[config.mk]
export PLATFORM = sky130hd
export DESIGN_NAME = lcd_frame_driver
export DESIGN_NICKNAME = d
export VERILOG_FILES = /design/src/rtl/lcd_pkg.sv /design/src/rtl/lcd_timing_counter.sv /design/src/rtl/lcd_frame_driver.sv
export SDC_FILE = /design/constraint.sdc
export NUM_CORES = 1
export LEC_CHECK = 0
export CAP_MARGIN = 10
export CORE_MARGIN = 1.5
export CORE_UTILIZATION = 55
export CTS_BUF_LIST = sky130_fd_sc_hd__clkbuf_2 sky130_fd_sc_hd__clkbuf_4 sky130_fd_sc_hd__clkbuf_8
export DETAILED_ROUTE_END_ITERATION = 10
export PLACE_DENSITY = 0.95
export SYNTH_ARGS = -nofsm -noshare
export SYNTH_HDL_FRONTEND = slang
export SYNTH_SLANG_ARGS = --single-unit
[constraint.sdc]
create_clock -name CLOCK_50 -period 6.3 [get_ports CLOCK_50]
set_input_delay 1.89 -clock CLOCK_50 [delete_from_list [all_inputs] [get_ports CLOCK_50]]
set_output_delay 1.89 -clock CLOCK_50 [all_outputs]
set_load 0.02 [all_outputs]
[src/rtl/lcd_pkg.sv]
// Shared types and constants for the LCD frame driver: pattern modes,
// colour-bar flags and the default 480x272 panel timing.
package lcd_pkg;

    typedef enum logic [1:0] {
        EXTERNAL = 2'd0,
        SOLID    = 2'd1,
        BARS     = 2'd2,
        CHECKER  = 2'd3
    } mode_t;

    // Per-bar {R,G,B} full-scale flags, index 0 = leftmost bar; widened to COLOR_W by the user.
    localparam logic [7:0][2:0] BAR_RGB = {
        3'b000,  // black
        3'b001,  // blue
        3'b100,  // red
        3'b101,  // magenta
        3'b010,  // green
        3'b011,  // cyan
        3'b110,  // yellow
        3'b111   // white
    };

    localparam int unsigned DEF_H_ACTIVE = 480;
    localparam int unsigned DEF_H_FP     = 2;
    localparam int unsigned DEF_H_SYNC   = 41;
    localparam int unsigned DEF_H_BP     = 2;
    localparam int unsigned DEF_V_ACTIVE = 272;
    localparam int unsigned DEF_V_FP     = 2;
    localparam int unsigned DEF_V_SYNC   = 10;
    localparam int unsigned DEF_V_BP     = 2;

endpackage

[src/rtl/lcd_timing_counter.sv]
// Raster position counters for the LCD panel plus combinational decode of
// sync, data-enable and frame-origin for the current (h,v) slot.
module lcd_timing_counter import lcd_pkg::*; #(
    parameter int unsigned H_ACTIVE = DEF_H_ACTIVE,
    parameter int unsigned H_FP     = DEF_H_FP,
    parameter int unsigned H_SYNC   = DEF_H_SYNC,
    parameter int unsigned H_BP     = DEF_H_BP,
    parameter int unsigned V_ACTIVE = DEF_V_ACTIVE,
    parameter int unsigned V_FP     = DEF_V_FP,
    parameter int unsigned V_SYNC   = DEF_V_SYNC,
    parameter int unsigned V_BP     = DEF_V_BP,
    parameter int unsigned HW       = $clog2(H_ACTIVE + H_FP + H_SYNC + H_BP),
    parameter int unsigned VW       = $clog2(V_ACTIVE + V_FP + V_SYNC + V_BP)
) (
    input  logic          clk,
    input  logic          rst,
    input  logic          tick,
    output logic [HW-1:0] h,
    output logic [VW-1:0] v,
    output logic          de,
    output logic          hs_act,
    output logic          vs_act,
    output logic          origin
);

    localparam int unsigned H_TOTAL = H_ACTIVE + H_FP + H_SYNC + H_BP;
    localparam int unsigned V_TOTAL = V_ACTIVE + V_FP + V_SYNC + V_BP;

    always_ff @(posedge clk or posedge rst) begin
        if (rst) begin
            h <= '0;
            v <= '0;
        end else if (tick) begin
            if (32'(h) == H_TOTAL - 1) begin
                h <= '0;
                v <= (32'(v) == V_TOTAL - 1) ? '0 : v + VW'(1);
            end else begin
                h <= h + HW'(1);
            end
        end
    end

    // Compares run at 32 bits so region bounds equal to 2^HW do not truncate.
    always_comb begin
        de     = (32'(h) < H_ACTIVE) && (32'(v) < V_ACTIVE);
        hs_act = (32'(h) >= H_ACTIVE + H_FP) && (32'(h) < H_ACTIVE + H_FP + H_SYNC);
        vs_act = (32'(v) >= V_ACTIVE + V_FP) && (32'(v) < V_ACTIVE + V_FP + V_SYNC);
        origin = (h == '0) && (v == '0);
    end

endmodule

[src/rtl/lcd_frame_driver.sv]
// Parallel-RGB LCD driver: pixel-clock divider, panel timing, pattern source
// and show-ahead pixel FIFO handshake driving the panel pins directly.
module lcd_frame_driver import lcd_pkg::*; #(
    parameter int unsigned CLOCK_DIV   = 2,
    parameter int unsigned COLOR_W     = 8,
    parameter int unsigned H_ACTIVE    = DEF_H_ACTIVE,
    parameter int unsigned H_FP        = DEF_H_FP,
    parameter int unsigned H_SYNC      = DEF_H_SYNC,
    parameter int unsigned H_BP        = DEF_H_BP,
    parameter int unsigned V_ACTIVE    = DEF_V_ACTIVE,
    parameter int unsigned V_FP        = DEF_V_FP,
    parameter int unsigned V_SYNC      = DEF_V_SYNC,
    parameter int unsigned V_BP        = DEF_V_BP,
    parameter logic        SYNC_POL    = 1'b0,
    parameter int unsigned CHECK_SHIFT = 4
) (
    input  logic                 CLOCK_50,
    input  logic                 reset,
    input  logic [1:0]           mode,
    input  logic [3*COLOR_W-1:0] solid_color,
    input  logic [3*COLOR_W-1:0] pix_data,
    input  logic                 pix_empty,
    output logic                 pix_req,
    output logic [COLOR_W-1:0]   red,
    output logic [COLOR_W-1:0]   green,
    output logic [COLOR_W-1:0]   blue,
    output logic                 lcd_clk,
    output logic                 lcd_disp,
    output logic                 hsync,
    output logic                 vsync,
    output logic                 lcd_de,
    output logic                 frame_start,
    output logic [15:0]          underflow_count
);

    localparam int unsigned HW = $clog2(H_ACTIVE + H_FP + H_SYNC + H_BP);
    localparam int unsigned VW = $clog2(V_ACTIVE + V_FP + V_SYNC + V_BP);
    localparam int unsigned DW = (CLOCK_DIV > 1) ? $clog2(CLOCK_DIV) : 1;

    logic [DW-1:0]        div_cnt;
    logic                 tick;
    logic [HW-1:0]        h;
    logic [VW-1:0]        v;
    logic                 de_now, hs_act, vs_act, origin;
    mode_t                mode_q, mode_eff;
    logic [2:0]           bar;
    logic [3*COLOR_W-1:0] pattern;
    logic [15:0]          uf_cnt;

    // Ticks on the falling-edge cycle so data is settled for the panel's rising-edge sample.
    assign tick = (32'(div_cnt) == CLOCK_DIV - 1) && lcd_clk;

    always_ff @(posedge CLOCK_50 or posedge reset) begin
        if (reset) begin
            div_cnt <= '0;
            lcd_clk <= 1'b0;
        end else if (32'(div_cnt) == CLOCK_DIV - 1) begin
            div_cnt <= '0;
            lcd_clk <= ~lcd_clk;
        end else begin
            div_cnt <= div_cnt + DW'(1);
        end
    end

    lcd_timing_counter #(
        .H_ACTIVE (H_ACTIVE),
        .H_FP     (H_FP),
        .H_SYNC   (H_SYNC),
        .H_BP     (H_BP),
        .V_ACTIVE (V_ACTIVE),
        .V_FP     (V_FP),
        .V_SYNC   (V_SYNC),
        .V_BP     (V_BP),
        .HW       (HW),
        .VW       (VW)
    ) u_timing (
        .clk    (CLOCK_50),
        .rst    (reset),
        .tick   (tick),
        .h      (h),
        .v      (v),
        .de     (de_now),
        .hs_act (hs_act),
        .vs_act (vs_act),
        .origin (origin)
    );

    // The origin pixel already uses the newly latched mode.
    assign mode_eff = origin ? mode_t'(mode) : mode_q;

    always_comb begin
        bar = '0;
        for (int unsigned i = 1; i < 8; i++) begin
            if (32'(h) * 32'd8 >= i * H_ACTIVE) bar = 3'(i);
        end
        pattern = '0;
        case (mode_eff)
            EXTERNAL: pattern = pix_empty ? solid_color : pix_data;
            SOLID:    pattern = solid_color;
            BARS:     pattern = {{COLOR_W{BAR_RGB[bar][2]}},
                                 {COLOR_W{BAR_RGB[bar][1]}},
                                 {COLOR_W{BAR_RGB[bar][0]}}};
            CHECKER:  pattern = 1'((32'(h) >> CHECK_SHIFT) ^ (32'(v) >> CHECK_SHIFT)) ? '0 : solid_color;
            default:  pattern = '0;
        endcase
    end

    always_ff @(posedge CLOCK_50 or posedge reset) begin
        if (reset) begin
            {red, green, blue} <= '0;
            hsync       <= ~SYNC_POL;
            vsync       <= ~SYNC_POL;
            lcd_de      <= 1'b0;
            lcd_disp    <= 1'b0;
            pix_req     <= 1'b0;
            frame_start <= 1'b0;
            uf_cnt      <= '0;
            mode_q      <= SOLID;
        end else begin
            pix_req     <= 1'b0;
            frame_start <= 1'b0;
            if (tick) begin
                {red, green, blue} <= de_now ? pattern : '0;
                hsync  <= hs_act ? SYNC_POL : ~SYNC_POL;
                vsync  <= vs_act ? SYNC_POL : ~SYNC_POL;
                lcd_de <= de_now;
                if (origin) begin
                    frame_start <= 1'b1;
                    lcd_disp    <= 1'b1;
                    mode_q      <= mode_eff;
                end
                if (de_now && mode_eff == EXTERNAL) begin
                    if (!pix_empty) pix_req <= 1'b1;
                    else if (uf_cnt != '1) uf_cnt <= uf_cnt + 16'd1;
                end
            end
        end
    end

    assign underflow_count = uf_cnt;

endmodule

==> impl_metrics.env <==
export IMPL_area_growth_pct=31.1
export IMPL_overflow=0
export IMPL_ys_seq_area_share_pct=44.1
export IMPL_criticalPathCategory="in2reg"
export IMPL_fin_cells=596
export IMPL_ios=100
export IMPL_antenna_found_initial=0
export IMPL_cts_tree="built"
export IMPL_synth_ff_type="dfrtp_1"
export IMPL_core_rowCount=30
export IMPL_muxShareOfSynthArea_pct=7.52
export IMPL_synthAdderAreaFrac_pct=2.17
export IMPL_grt_usage_pct=29.1
export IMPL_slowest_delay_ns=0.46
export IMPL_wl_per_cell_um=18.0
export IMPL_utilization_pct=75.4
export IMPL_post_cts_setup_buffers=0
export IMPL_hold_buffers=0
export IMPL_worstPathMaxFanout=25
export IMPL_hp_class="reg2reg"
export IMPL_routed_wl_um=10700
export IMPL_period_share_pct=58.8
export IMPL_tns_ns=0
export IMPL_power_density_nw_per_um2=206
export IMPL_synthesis_area_um2=3930
export IMPL_dpl_cell_count=580
export IMPL_cp_cell_sequence="clkdlybuf4s50_1, buf_4, inv_1, a31oi_1, o211a_1, nand4_1, xnor2_1"
export IMPL_io_buffers=99
export IMPL_place_area_um2=4930
export IMPL_path_clk_slew_ns=0.08
export IMPL_synth_simple_gate_area_share_pct=17.5
export IMPL_relSlewSlack_pct=21.0
export IMPL_drt_iter0_drc=310
export IMPL_dr_pass1_iters=6
export IMPL_synth_compound_gate_area_share_pct=18.1
export IMPL_top_layer_used="met4"
export IMPL_cp_top_family="buffers and inverters"
export IMPL_leakagePower_nw=2.16
export IMPL_nets=554
export IMPL_grt_pass1_vias=3530
export IMPL_grt_max_degree=38
export IMPL_crit_slowest_cell="clkdlybuf4s50_1"
export IMPL_ys_warn_count=0
export IMPL_numCtsBuffers=9
export IMPL_die_w_um=87.5
export IMPL_setup_viol=0
export IMPL_layout_common_cells="clkdlybuf4s50_1 (99), dfrtp_1 (66), nand2_1 (53), o21ai_0 (53), nor2_1 (25)"
export IMPL_routed_wl_met3_um=725
export IMPL_start_util_pct=57.5
export IMPL_drc_errors=0
export IMPL_final_hold_viol_count=0
export IMPL_syn_num_nets=467
export IMPL_nFillCells=472
export IMPL_cts_resized=0
export IMPL_synthXorXnorAreaFrac_pct=6.24
export IMPL_async_reset_ff_share_pct=100
export IMPL_synth_enable_flop_cells=0
export IMPL_vias_per_cell=6.07
export IMPL_worstPathRequired_ns=6.54
export IMPL_synth_top_family_by_area="compound AO/OA/AOI/OAI gates"
export IMPL_via_count=3617
export IMPL_diodes=0
export IMPL_slew_violations=0
export IMPL_peakVddDrop_mv=0.144
export IMPL_insertion_delay_ns=0.36
export IMPL_status="completed"
export IMPL_worstMarginPinSlew_ns=1.18
export IMPL_wl_met1_um=4300
export IMPL_drive_above_1_share_pct=12.4
export IMPL_wl_met2_um=5330
export IMPL_final_common_cell="clkdlybuf4s50_1"
export IMPL_dp_hpwl_um=7270
export IMPL_arrival_ns=3.94
export IMPL_drv_cap=0
export IMPL_synth_distinct_cells=52
export IMPL_place_congestion=0.867
export IMPL_core_area_um2=6830
export IMPL_clock_fmax_mhz=270
export IMPL_skew_ns=0.00988
export IMPL_die_y_um=87.5
export IMPL_worst_path_buf_inv=3
export IMPL_ant_nets=0
export IMPL_cts_sinks=69
export IMPL_rsz0062_at_grt="false"
export IMPL_cts_root_buffer_cell="clkbuf_8"
export IMPL_grt_pass1_wl_um=16900
export IMPL_crit_path_start_kind="primary input"
export IMPL_synthCells=408
export IMPL_die_area_um2=7660
export IMPL_design_area_um2=5150
export IMPL_h_tree_depth=3
export IMPL_cts_buffer_depth=2
export IMPL_ys_ff_latch=69
export IMPL_avgSynthCellArea_um2=9.63
export IMPL_end_kind="flip-flop"
export IMPL_fin_crit_ns=3.70
## synth_stat cells (2+ instances only)
library cell	n	area, um2
xnor2_1	16	140
mux2_2	20	225
nand4_1	12	75.1
and4_1	3	26.3
o21ai_1	3	15.0
xor2_1	12	105
mux2i_1	7	70.1
or4_1	2	15.0
o21ai_0	53	265
dfrtp_1	66	1650
and2_1	2	12.5
nor4_1	5	31.3
a211o_1	2	17.5
buf_2	4	20.0
a311o_2	8	90.1
a31oi_1	4	25.0
inv_1	9	33.8
nand3b_1	2	15.0
nor4_4	2	42.5
a21oi_1	12	60.1
ha_1	6	75.1
clkbuf_1	16	60.1
nor3_1	7	35.0
nand2_1	53	199
dfstp_2	3	78.8
a211oi_1	9	67.6
or2_2	2	12.5
nand3_1	12	60.1
buf_6	4	45.0
nor2_1	25	93.8
and3_1	6	37.5
## report_power, final
| part | switching, mW | total [mW] | internal (mW) | leakage, nW |
|---|---|---|---|---|
| clock | 0.184 | 0.409 | 0.225 | 0.110 |
| sequential | 0.0167 | 0.480 | 0.463 | 0.863 |
| combinational | 0.0806 | 0.170 | 0.0889 | 1.19 |
| total | 0.282 | 1.06 | 0.777 | 2.16 |
## worst reg2reg max path, delay by kind of cell, from the launching register on
family	cells	cell delay, ns
AO/OA/AOI/OAI	2	1.16
AND/OR/NAND/NOR	2	0.93
flip-flops	1	0.43
buffers and inverters	1	0.36
XOR/XNOR	1	0.17
## cells by family after synthesis
logic type	count (synthesis)
AO/OA/AOI/OAI	104
adder cells (fa/ha/maj)	7
XOR/XNOR	28
AND/OR/NAND/NOR	137
flip-flops	69
buffers and inverters	36
multiplexers	27
## sequential cells by signal, indices dropped and copies added, names as in the netlist
register and flops:
pix_req 1, div_cnt 1, hsync 1, blue 8
frame_start 1, green 8, mode_q 2, lcd_clk 1
underflow_count 16, u_timing.v 9, lcd_de 1, lcd_disp 1
vsync 1, red 8, u_timing.h 10
## area by class of cell
type	count	area [um2]	area share, %
Multi-Input combinational cell	303	2020	39.3
Timing Repair Buffer	103	1020	19.8
Clock inverter	7	98.8	1.92
Clock buffer	9	124	2.41
Inverter	9	33.8	0.656
Sequential cell	69	1730	33.6
Tap cell	96	120	2.33
## layer usage
layer | up-vias | GRT usage (%)
met2 | 201 | 46.3
li1 | 1637 | -
met4 | 0 | 15.9
met3 | 39 | 6.92
met5 | - | 0
met1 | 1740 | 36.8
## worst paths after layout
path,startpoint,to,slack [ns],cells after the start
max reg2reg,u_timing.v[5]$_DFFE_PP0P_,underflow_count[15]$_DFFE_PP0P_,3.14,6
max in group asynchronous,reset,mode_q[0]$_DFFE_PP1P_,3.37,3
max,pix_empty,underflow_count[15]$_DFFE_PP0P_,2.60,7
min reg2reg,div_cnt$_DFF_PP0_,div_cnt$_DFF_PP0_,0.48,1
min in group asynchronous,reset,underflow_count[1]$_DFFE_PP0P_,1.96,2
min,div_cnt$_DFF_PP0_,div_cnt$_DFF_PP0_,0.48,1
## per-stage QoR
step / setup slack (ns) / power [mW] / hold WS (ns)
floorplan: 2.68 / 0.563 / 0.447
global placement: 2.42 / 0.649 / 0.456
detailed placement: 2.30 / 0.656 / 0.467
CTS: 2.65 / 1.06 / 0.482
global route: 2.49 / 1.10 / 0.495
finish: 2.60 / 1.06 / 0.479
(Power assumes the default switching activity.)
